<file path="config.mk">
export PLATFORM = sky130hd
export DESIGN_NAME = ef_i2s_tx
export DESIGN_NICKNAME = d
export VERILOG_FILES = /design/src/rtl/ef_i2s_pkg.sv /design/src/rtl/ef_i2s_tx_fifo.sv /design/src/rtl/ef_i2s_tx.sv
export SDC_FILE = /design/constraint.sdc
export NUM_CORES = 1
export LEC_CHECK = 0
export CAP_MARGIN = 20
export CORE_MARGIN = 5
export CORE_UTILIZATION = 50
export CTS_CLUSTER_DIAMETER = 80
export CTS_CLUSTER_SIZE = 20
export DETAILED_ROUTE_END_ITERATION = 6
export PLACE_DENSITY_LB_ADDON = 0.1
export SLEW_MARGIN = 40
export SYNTH_ARGS = -nofsm -noshare
export SYNTH_HDL_FRONTEND = slang
export SYNTH_SLANG_ARGS = --single-unit
</file>
<file path="constraint.sdc">
create_clock -name clk -period 3.1 [get_ports clk]
set_input_delay 0.62 -clock clk [delete_from_list [all_inputs] [get_ports clk]]
set_output_delay 0.62 -clock clk [all_outputs]
set_load 0.02 [all_outputs]
</file>
<file path="src/rtl/ef_i2s_pkg.sv">
// Constants and helpers for the I2S transmit path. The prescaler, event and slot
// definitions here are also used by the receive path.
package ef_i2s_pkg;

  localparam int SLOT_BITS = 32;
  localparam int PRESC_W   = 8;
  localparam int CTR_W     = 5;
  localparam int SIZE_W    = 6;

  localparam logic [1:0] CH_LEFT  = 2'b10;
  localparam logic [1:0] CH_RIGHT = 2'b01;
  localparam logic       WS_LEFT  = 1'b0;

  // A sample size of 0, or one larger than the slot, means a full 32-bit sample.
  function automatic logic [SIZE_W-1:0] eff_size(input logic [SIZE_W-1:0] size);
    return (size == '0 || size > SIZE_W'(SLOT_BITS)) ? SIZE_W'(SLOT_BITS) : size;
  endfunction

  // Left shift that moves a right-aligned sample up to the slot MSB.
  function automatic logic [SIZE_W-1:0] load_shift(input logic [SIZE_W-1:0] size);
    return SIZE_W'(SLOT_BITS) - eff_size(size);
  endfunction

endpackage

</file>
<file path="src/rtl/ef_i2s_tx_fifo.sv">
// Synchronous FIFO for the I2S transmitter: registered pointers, registered
// full/empty flags and an AW+1-bit fill level. Read data is first-word fall-through.
module i2s_tx_fifo #(
  parameter int DW = 32,
  parameter int AW = 4
) (
  input  logic          clk,
  input  logic          rst_n,
  input  logic          rd,
  input  logic          wr,
  input  logic [DW-1:0] w_data,
  output logic [DW-1:0] r_data,
  output logic          empty,
  output logic          full,
  output logic [AW:0]   level
);

  localparam int DEPTH = 2**AW;

  logic [DW-1:0] mem_q [DEPTH];
  logic [AW-1:0] wr_ptr_q, rd_ptr_q;
  logic [AW:0]   level_q, level_d;
  logic          empty_q, full_q;
  logic          do_wr, do_rd;

  assign do_wr = wr & ~full_q;
  assign do_rd = rd & ~empty_q;

  // NOTE: a default assignment first keeps always_comb from inferring a latch.
  always_comb begin
    level_d = level_q;
    if (do_wr && !do_rd)      level_d = level_q + (AW+1)'(1);
    else if (do_rd && !do_wr) level_d = level_q - (AW+1)'(1);
  end

  // NOTE: the storage array is not reset; only pointers and flags define its contents.
  always_ff @(posedge clk) begin
    if (do_wr) mem_q[wr_ptr_q] <= w_data;
  end

  // NOTE: sequential state uses non-blocking assignments only.
  always_ff @(posedge clk or negedge rst_n) begin
    if (!rst_n) begin
      wr_ptr_q <= '0;
      rd_ptr_q <= '0;
      level_q  <= '0;
      empty_q  <= 1'b1;
      full_q   <= 1'b0;
    end else begin
      if (do_wr) wr_ptr_q <= wr_ptr_q + AW'(1);
      if (do_rd) rd_ptr_q <= rd_ptr_q + AW'(1);
      level_q <= level_d;
      empty_q <= (level_d == '0);
      full_q  <= (level_d == (AW+1)'(DEPTH));
    end
  end

  assign r_data = mem_q[rd_ptr_q];
  assign empty  = empty_q;
  assign full   = full_q;
  assign level  = level_q;

endmodule

</file>
<file path="src/rtl/ef_i2s_tx.sv">
// I2S transmit master: generates SCK/WS from a prescaler and shifts FIFO samples
// out MSB-first on SDO in Philips or left-justified framing, 32-bit slots.
module ef_i2s_tx
  import ef_i2s_pkg::*;
#(
  parameter int DW = 32,
  parameter int AW = 4
) (
  input  logic               clk,
  input  logic               rst_n,
  input  logic               en,
  input  logic [PRESC_W-1:0] sck_prescaler,
  input  logic [SIZE_W-1:0]  sample_size,
  input  logic               left_justified,
  input  logic [1:0]         channels,
  input  logic               fifo_wr,
  input  logic [DW-1:0]      fifo_wdata,
  input  logic [AW:0]        fifo_level_threshold,
  output logic               fifo_full,
  output logic               fifo_empty,
  output logic [AW:0]        fifo_level,
  output logic               fifo_level_below,
  output logic               overflow,
  output logic               underflow,
  output logic               sck,
  output logic               ws,
  output logic               sdo
);

  logic [PRESC_W-1:0]   presc_q, presc_d;
  logic [CTR_W-1:0]     bit_ctr_q, bit_ctr_d;
  logic [SLOT_BITS-1:0] sr_q, sr_d, sr_load, word;
  logic                 sck_q, sck_d, ws_q, ws_d;
  logic                 d_q, d_d, sdo_q, sdo_d, lj_q, lj_d;
  logic                 overflow_q, underflow_q, underflow_d;
  logic                 tick, fall_ev, slot_ev, slot_ws, ch_en, pop;
  logic [DW-1:0]        fifo_rdata;

  i2s_tx_fifo #(.DW(DW), .AW(AW)) u_fifo (
    .clk    (clk),
    .rst_n  (rst_n),
    .rd     (pop),
    .wr     (fifo_wr),
    .w_data (fifo_wdata),
    .r_data (fifo_rdata),
    .empty  (fifo_empty),
    .full   (fifo_full),
    .level  (fifo_level)
  );

  assign tick    = en && (presc_q == '0);
  assign fall_ev = tick && sck_q;
  assign slot_ev = fall_ev && (bit_ctr_q == CTR_W'(SLOT_BITS-1));

  // The slot being started takes the new WS value; it decides which channel bit applies.
  assign slot_ws = ~ws_q;
  assign ch_en   = (slot_ws == WS_LEFT) ? |(channels & CH_LEFT) : |(channels & CH_RIGHT);

  // An empty FIFO is judged on the registered flag, so a same-cycle write is not popped.
  assign pop         = slot_ev && ch_en && !fifo_empty;
  assign underflow_d = slot_ev && ch_en && fifo_empty;

  assign word    = SLOT_BITS'(fifo_rdata);
  assign sr_load = word << load_shift(sample_size);

  always_comb begin
    presc_d   = presc_q;
    sck_d     = sck_q;
    ws_d      = ws_q;
    bit_ctr_d = bit_ctr_q;
    sr_d      = sr_q;
    d_d       = d_q;
    lj_d      = lj_q;
    sdo_d     = sdo_q;
    if (en) presc_d = (presc_q == '0) ? sck_prescaler : presc_q - PRESC_W'(1);
    if (tick) sck_d = ~sck_q;
    if (slot_ev) begin
      ws_d = slot_ws;
      lj_d = left_justified;
    end
    if (fall_ev) begin
      bit_ctr_d = bit_ctr_q + CTR_W'(1);
      d_d       = sr_q[SLOT_BITS-1];
      if (slot_ev) sr_d = pop ? sr_load : '0;
      else         sr_d = {sr_q[SLOT_BITS-2:0], 1'b0};
      // Left-justified drives the freshly loaded/shifted MSB; Philips lags one SCK via d.
      sdo_d = lj_d ? sr_d[SLOT_BITS-1] : d_d;
    end
  end

  always_ff @(posedge clk or negedge rst_n) begin
    if (!rst_n) begin
      presc_q     <= '0;
      sck_q       <= 1'b0;
      ws_q        <= 1'b1;
      bit_ctr_q   <= '0;
      sr_q        <= '0;
      d_q         <= 1'b0;
      lj_q        <= 1'b0;
      sdo_q       <= 1'b0;
      overflow_q  <= 1'b0;
      underflow_q <= 1'b0;
    end else begin
      presc_q     <= presc_d;
      sck_q       <= sck_d;
      ws_q        <= ws_d;
      bit_ctr_q   <= bit_ctr_d;
      sr_q        <= sr_d;
      d_q         <= d_d;
      lj_q        <= lj_d;
      sdo_q       <= sdo_d;
      overflow_q  <= fifo_wr && fifo_full;
      underflow_q <= underflow_d;
    end
  end

  assign fifo_level_below = (fifo_level < fifo_level_threshold);
  assign overflow         = overflow_q;
  assign underflow        = underflow_q;
  assign sck              = sck_q;
  assign ws               = ws_q;
  assign sdo              = sdo_q;

endmodule

</file>
==> results of run 1 <==
metrics by stage:
| stage | cells | setup WS [ns] | util [%] | power (mW) | area (sq um) |
|---|---|---|---|---|---|
| 2_1_floorplan | 1415 | -0.0590 | - | 11.7 | 25200 |
| 3_3_place_gp | 2328 | -0.433 | 57.6 | 13.4 | 28700 |
| 3_5_place_dp | 2328 | -0.481 | 57.6 | 13.5 | 28700 |
| 4_1_cts | 2394 | -0.237 | 60.4 | 18.5 | 30100 |
| 5_1_grt | 2400 | -0.346 | 61.0 | 19.2 | 30400 |
| 6_report | 2401 | -0.292 | 61.0 | 18.4 | 30400 |
worst reg2reg max path, stage by stage (launching register included):
cell,delay [ns]
dfrtp_4,0.51
buf_12,0.17
buf_12,0.16
buf_16,0.14
buf_6,0.12
mux4_2,0.36
mux2i_4,0.09
mux2_4,0.30
mux4_2,0.50
a221oi_4,0.33
buf_6,0.16
nand2_1,0.05
and4bb_2,0.27
a21oi_1,0.16
repair_timing:
| action | CTS | global route |
|---|---|---|
| endpoints found under the hold margin | 0 | 0 |
| pin swaps | 3 | 6 |
| gates cloned | 1 | 1 |
| setup buffers | 11 | 5 |
| resized for setup | 33 | 51 |
| endpoints found under the setup margin | 24 | 31 |
synthesized netlist by cell type (14+ instances only):
master,instances
dfrtp_1,64
inv_1,28
a22oi_1,14
clkbuf_1,42
mux2i_1,98
buf_2,20
a221oi_1,14
xnor2_1,15
mux4_2,148
a21oi_1,39
edfxtp_1,512
o21ai_0,25
nand2_1,64
ha_1,16
and2_1,22
mux2_2,32
nor2_1,59
power breakdown:
part | internal [mW] | switching (mW) | total, mW
logic | 1.62 | 1.98 | 3.60
clock network | 2.39 | 2.61 | 5.00
registers | 9.46 | 0.384 | 9.84
logic make-up after synthesis:
logic type                 count (synthesis)  share of synthesized area [%]
adders and majority gates                 16                          0.800
DFF                                      578                           68.0
buffers and inverters                    114                           2.05
xor gates and xnor gates                  19                          0.665
AOI/OAI and AO/OA                        184                           5.24
muxes                                    278                           18.7
and+or+nand+nor                          226                           4.56
flip-flops by register name, summed over array words and instances, names as in the netlist, 4 cells and up:
name	flops
u_fifo.mem_q	512
presc_q	8
bit_ctr_q	5
u_fifo.wr_ptr_q	4
u_fifo.rd_ptr_q	4
sr_q	32
u_fifo.level	5
path summary, 6_finish.rpt:
check                                          startpoint                             end  slack, ns  cells past startpoint
max                        u_fifo.rd_ptr_q[0]$_DFFE_PN0P_                 sdo$_DFFE_PN0P_      -0.29                     13
min                                                 rst_n        bit_ctr_q[4]$_DFFE_PN0P_       0.07                      2
max reg2reg                u_fifo.rd_ptr_q[0]$_DFFE_PN0P_                 sdo$_DFFE_PN0P_      -0.29                     13
min reg2reg                      bit_ctr_q[3]$_DFFE_PN0P_        bit_ctr_q[3]$_DFFE_PN0P_       0.47                      1
max in group asynchronous                           rst_n  u_fifo.rd_ptr_q[1]$_DFFE_PN0P_       2.62                      2
min in group clk                 bit_ctr_q[3]$_DFFE_PN0P_        bit_ctr_q[3]$_DFFE_PN0P_       0.47                      1
layout make-up:
cell class / instances / area share (%)
inverter: 31 / 0.403
clock buffer: 42 / 3.32
multi-input combinational: 723 / 26.0
timing repair buffer: 342 / 11.0
clock inverter: 12 / 0.428
tap: 672 / 2.76
sequential: 578 / 56.0
antenna: 1 / 0.00823
routing by layer:
layer  global-route usage (%)  vias up
li1                         -     6318
met1                     34.5     7530
met2                     38.2      351
met3                     3.37       68
met4                     4.09        2
met5                        0        -
==> metrics.csv, run 1 <==
stage;metric;value;unit
clock_tree;TritonCTS Sinks;578;
detailed_routing;drt wl/cell;26.3;um
logic_synthesis;Area contributors post-synth;edfxtp_1 (61%), mux4_2 (13%), dfrtp_1 (6.4%);
clock_tree;clock latency on the worst-skew pair;0.59;ns
grt;number of global-route vias before repair;14426;
finish;Multi-input gate area;0.00791;sq mm
timing;hold_ws;0.0702;ns
setup_path;max incr delay on CP;0.51;ns
logic_synthesis;largest area contributor in the netlist;edfxtp_1;
floorplanning;Die Ht;234;um
finish;most frequent cells in the layout;edfxtp_1 (512), buf_4 (216), mux4_2 (148);
pwr;Leak Pwr;10.6;nW
grt;GRT overflow;0;
timing;Least-Margin Pin Slew;0.585;ns
finish;Storage cell area;0.0170;sq mm
timing;Peak Freq;295;MHz
detailed_routing;Met1 Routed Length;28.4;mm
floorplanning;Core Area;0.0499;sq mm
setup_path;crit end category;flip-flop;
timing;Slew headroom;61.0;%
logic_synthesis;post-synthesis sequential element count;578;
setup_path;Critical Path Start Type;flip-flop;
grt;largest net degree at the start of global routing;34;
timing;RSZ-0062 raised after global routing;true;
setup_path;crit path buf inv count;5;
detailed_routing;drc violations;0;
placement;DP Wirelength;40.3;mm
detailed_routing;Max Used Layer;met5;
setup_path;WP data arrival;3.90;ns
finish;commonest non-fill, non-tap cell in the layout;edfxtp_1;
grt;global-route wire length before repair;94.0;mm
outcome;failing checks;negative setup slack;
placement;PortBufs;70;
finish;share of layout cells above drive strength 1;34.6;%
setup_path;CP Cell Sequence;buf_12 -> buf_12 -> buf_16 -> buf_6 -> mux4_2 -> mux2i_4 -> mux2_4 -> mux4_2 -> a221oi_4 -> buf_6 -> nand2_1 -> and4bb_2 -> a21oi_1;
logic_synthesis;Async SR Flop Fraction;11.4;%
clock_tree;CTS clock-pin slew for the worst setup and hold paths;0.09;ns
logic_synthesis;Mapped Area;0.0250;sq mm
min_path;worst hold path class;in2async;
finish;Syn-to-layout area delta;21.5;%
grt;initial antenna violation count;2;
floorplanning;Site Rows;82;
placement;routability congestion estimate;0.899;
clock_tree;H-Tree Depth;2;
floorplanning;Starting Density;50.2;%
clock_tree;clock buffer count from CTS;38;
setup_path;critical path's slowest cell;dfrtp_4;
clock_tree;CTS Buffer Depth;3;
clock_tree;cts hold-fix bufs;0;
pwr;PwrDens;606;mW/mm^2
timing;final worst slack;-0.292;ns
timing;final setup fails;18;
setup_path;Required @ worst endpoint;3.61;ns
timing;Final Skew;0.0301;ns
timing;fin crit period;3.39;ns
finish;Fillers;3711;
logic_synthesis;register area share after synthesis;68.0;%
setup_path;CP Class;reg2reg;
pwr;Max VDD drop;0.000429;V
clock_tree;Root Buffer;clkbuf_16;
logic_synthesis;Synth Instances;1415;
detailed_routing;DR iter-0 viols;1136;
logic_synthesis;Mapped Avg Cell Area;17.7;sq um
detailed_routing;Detail Route Antenna Nets;0;
clock_tree;TritonCTS clock tree;done;
floorplanning;Die X;234;um
timing;setup TNS;-2.73;ns
finish;Nets;1788;
logic_synthesis;Post-Syn Nets;1489;
grt;total global-route track usage;23.3;%
job;Max-Cap Viols;0;
detailed_routing;wire length on met2;30.8;mm
setup_path;Top delay family on crit path;multiplexers;
timing;Final Cycle Share;109;%
setup_path;CP Max Fanout;12;
timing;Final Hold Fails;0;
logic_synthesis;share of the synthesized area in the top cell type;61.4;%
logic_synthesis;Top FF cell, synth;edfxtp_1;
detailed_routing;WL met3;2.96;mm
detailed_routing;TritonRoute pass-1 iters;5;
timing;Final Max Tran Viols;0;
detailed_routing;via/cell ratio;5.94;
floorplanning;I/O pin count;71;
detailed_routing;final wirelength;63.2;mm
floorplanning;DIE AREA;0.0547;sq mm
logic_synthesis;EDFF count, synth;512;
logic_synthesis;distinct cell type count of the synthesized netlist;75;
detailed_routing;DR vias;14269;
outcome;outcome;complete, but fails checks;
logic_synthesis;Yosys warnings;0;
Note: power is estimated with default switching activity, not from simulation.
==> run 2, diff against run 1 <==
- TNS_END_PERCENT: default -> 20
==> run 2 against run 1 <==
The run still ends with negative setup slack left. Largest power group unchanged. Die area stayed put. Final cell count is essentially flat. Hold slack got worse by 0.057 ns. Via count is 0.23% lower. Critical endpoint is now sr_q[25]$_DFFE_PN0P_.
==> metrics.csv, run 2 (synthesis results as in run 1) <==
stage;metric;value;unit;change
finish;share of layout cells above drive strength 1;36.8;%;+2.2 points
clock_tree;Root Buffer;clkbuf_16;;
finish;max reg flops;512;;unchanged
setup_path;Critical Path Start Type;flip-flop;;
floorplanning;Core Area;0.0499;sq mm;unchanged
setup_path;Required @ worst endpoint;3.55;ns;-0.06 ns
floorplanning;Die X;234;um;unchanged
detailed_routing;Detail Route Antenna Nets;0;;unchanged
timing;Final Cycle Share;107;%;-2.2 points
setup_path;Top delay family on crit path;compound AO/OA/AOI/OAI gates;;
setup_path;critical path's slowest cell;mux4_2;;
setup_path;CP Max Fanout;5;;-7
setup_path;CP Cell Sequence;buf_12 -> buf_16 -> buf_4 -> mux4_2 -> or2_2 -> a32oi_2 -> nand2_1 -> buf_4 -> a221o_1 -> a22oi_2 -> nor2_1 -> o32a_1;;
setup_path;crit path buf inv count;4;;-1
placement;PortBufs;70;;unchanged
setup_path;max incr delay on CP;0.49;ns;-0.02 ns
clock_tree;clock latency on the worst-skew pair;0.58;ns;about the same
timing;setup TNS;-1.81;ns;+0.921 ns
grt;total global-route track usage;23.0;%;-0.35 points
timing;Final Max Tran Viols;0;;unchanged
timing;fin crit period;3.32;ns;-0.0693 ns
timing;RSZ-0062 raised after global routing;true;;
pwr;Max VDD drop;0.000372;V;-13%
floorplanning;DIE AREA;0.0547;sq mm;unchanged
floorplanning;Starting Density;50.2;%;unchanged
outcome;outcome;complete, but fails checks;;
pwr;Leak Pwr;10.7;nW;+0.94%
setup_path;cell repeated most along the worst path;buf_4;;
detailed_routing;DR iter-0 viols;1170;;+3.0%
grt;global-route wire length before repair;93.2;mm;-0.81%
floorplanning;Site Rows;82;;unchanged
setup_path;CP Class;reg2reg;;
timing;final setup fails;16;;-2
clock_tree;clock buffer count from CTS;38;;unchanged
timing;Final Skew;0.0254;ns;-0.00472 ns
min_path;worst hold path class;in2async;;
finish;largest registers;u_fifo.mem_q x512, sr_q x32, presc_q x8;;
clock_tree;TritonCTS clock tree;done;;
finish;Syn-to-layout area delta;22.7;%;
finish;number of antenna cells inserted;0;;-1
pwr;PwrDens;598;mW/mm^2;-1.3%
timing;final worst slack;-0.223;ns;+0.0693 ns
timing;Peak Freq;301;MHz;+2.1%
detailed_routing;drc violations;0;;unchanged
detailed_routing;TritonRoute pass-1 iters;5;;unchanged
clock_tree;CTS clock-pin slew for the worst setup and hold paths;0.08;ns;about the same
detailed_routing;final wirelength;62.6;mm;-0.99%
timing;Slew headroom;59.0;%;-2.0 points
placement;DP Wirelength;40.1;mm;-0.48%
setup_path;reg2reg start;u_fifo.rd_ptr_q[0]$_DFFE_PN0P_;;
detailed_routing;via/cell ratio;5.92;;-0.31%
floorplanning;I/O pin count;71;;unchanged
setup_path;WP data arrival;3.77;ns;-0.13 ns
setup_path;critical path depth in cells;12;;-1
setup_path;R2R Setup Slk;-0.22;ns;+0.07 ns
finish;largest reg by FF count;u_fifo.mem_q;;
outcome;failing checks;negative setup slack;;
detailed_routing;DR vias;14236;;-0.23%
grt;initial antenna violation count;1;;-1
timing;Final Hold Fails;0;;unchanged
setup_path;crit end category;flip-flop;;
finish;most frequent cells in the layout;edfxtp_1 (512), buf_4 (221), mux4_2 (148);;
finish;Nets;1794;;+0.34%
timing;Least-Margin Pin Slew;0.613;ns;+0.0277 ns
grt;number of global-route vias before repair;14465;;+0.27%
detailed_routing;drt wl/cell;26.1;um;-1.1%
pwr;total power;18.4;mW;-0.35%
setup_path;RR Endpoint;sr_q[25]$_DFFE_PN0P_;;
grt;largest net degree at the start of global routing;35;;+2.9%
setup_path;FF-to-FF path depth;12;;-1
placement;routability congestion estimate;0.898;;about the same
job;Max-Cap Viols;0;;unchanged
floorplanning;Die Ht;234;um;unchanged
finish;fin util;61.6;%;+0.60 points
clock_tree;CTS Buffer Depth;3;;unchanged
clock_tree;TritonCTS Sinks;578;;unchanged
finish;commonest non-fill, non-tap cell in the layout;edfxtp_1;;
grt;GRT overflow;0;;unchanged
clock_tree;H-Tree Depth;2;;unchanged
==> run 2: worst register-to-register path: cells and delay by family (launching register included) <==
kind            cells  cell delay, ns
compound gates      4            1.09
buf+inv             4            0.61
flops               1            0.46
mux                 1            0.49
simple gates        3            0.56
==> run 2: worst max path at each step <==
stage	slack (ns)	from	endpoint
after floorplan	-0.06	sample_size[0]	sr_q[30]$_DFFE_PN0P_
after global placement	-0.48	en	sr_q[28]$_DFFE_PN0P_
after detailed placement	-0.45	en	sr_q[28]$_DFFE_PN0P_
after CTS	-0.29	u_fifo.rd_ptr_q[0]$_DFFE_PN0P_	sr_q[25]$_DFFE_PN0P_
after global routing	-0.30	u_fifo.rd_ptr_q[0]$_DFFE_PN0P_	sr_q[25]$_DFFE_PN0P_
final	-0.22	u_fifo.rd_ptr_q[0]$_DFFE_PN0P_	sr_q[25]$_DFFE_PN0P_
==> run 2: where the power goes <==
part	internal, mW	switching (mW)
clock network	2.33	2.57
logic	1.65	1.99
registers	9.46	0.386
total	13.4	4.94
==> run 2: metal layers <==
metal  up-vias  wire length, um  GRT usage, %
li1       6332                -             -
met1      7461            27700          33.9
met2       361            30300          37.2
met3        80             2910          2.57
met4         2             1690          6.28
met5         -               13             0
==> run 2: per-stage QoR <==
stage | setup slack, ns | std cells | cell area (sq um) | hold WS, ns
finish | -0.223 | 2403 | 30700 | 0.0127
floorplan | -0.0590 | 1415 | 25200 | 0.324
CTS | -0.287 | 2392 | 30100 | 0.152
global placement | -0.481 | 2330 | 28600 | 0.456
global route | -0.302 | 2403 | 30700 | 0.0300
detailed placement | -0.453 | 2330 | 28600 | 0.474
==> run 2: repair_timing <==
action,CTS,global route
pin swaps,8,17
hold buffers,0,0
gates cloned,3,5
setup buffers,8,11
setup endpoints to repair,27,31
gates resized for setup,49,99
==> run 2: cell type report <==
class,count,area [sq um]
Clock buffer,40,980
Clock inverter,11,109
Fill cell,3715,19200
Inverter,31,123
Multi-Input combinational cell,723,8150
Sequential cell,578,17000
Tap cell,672,841
Timing Repair Buffer,348,3470
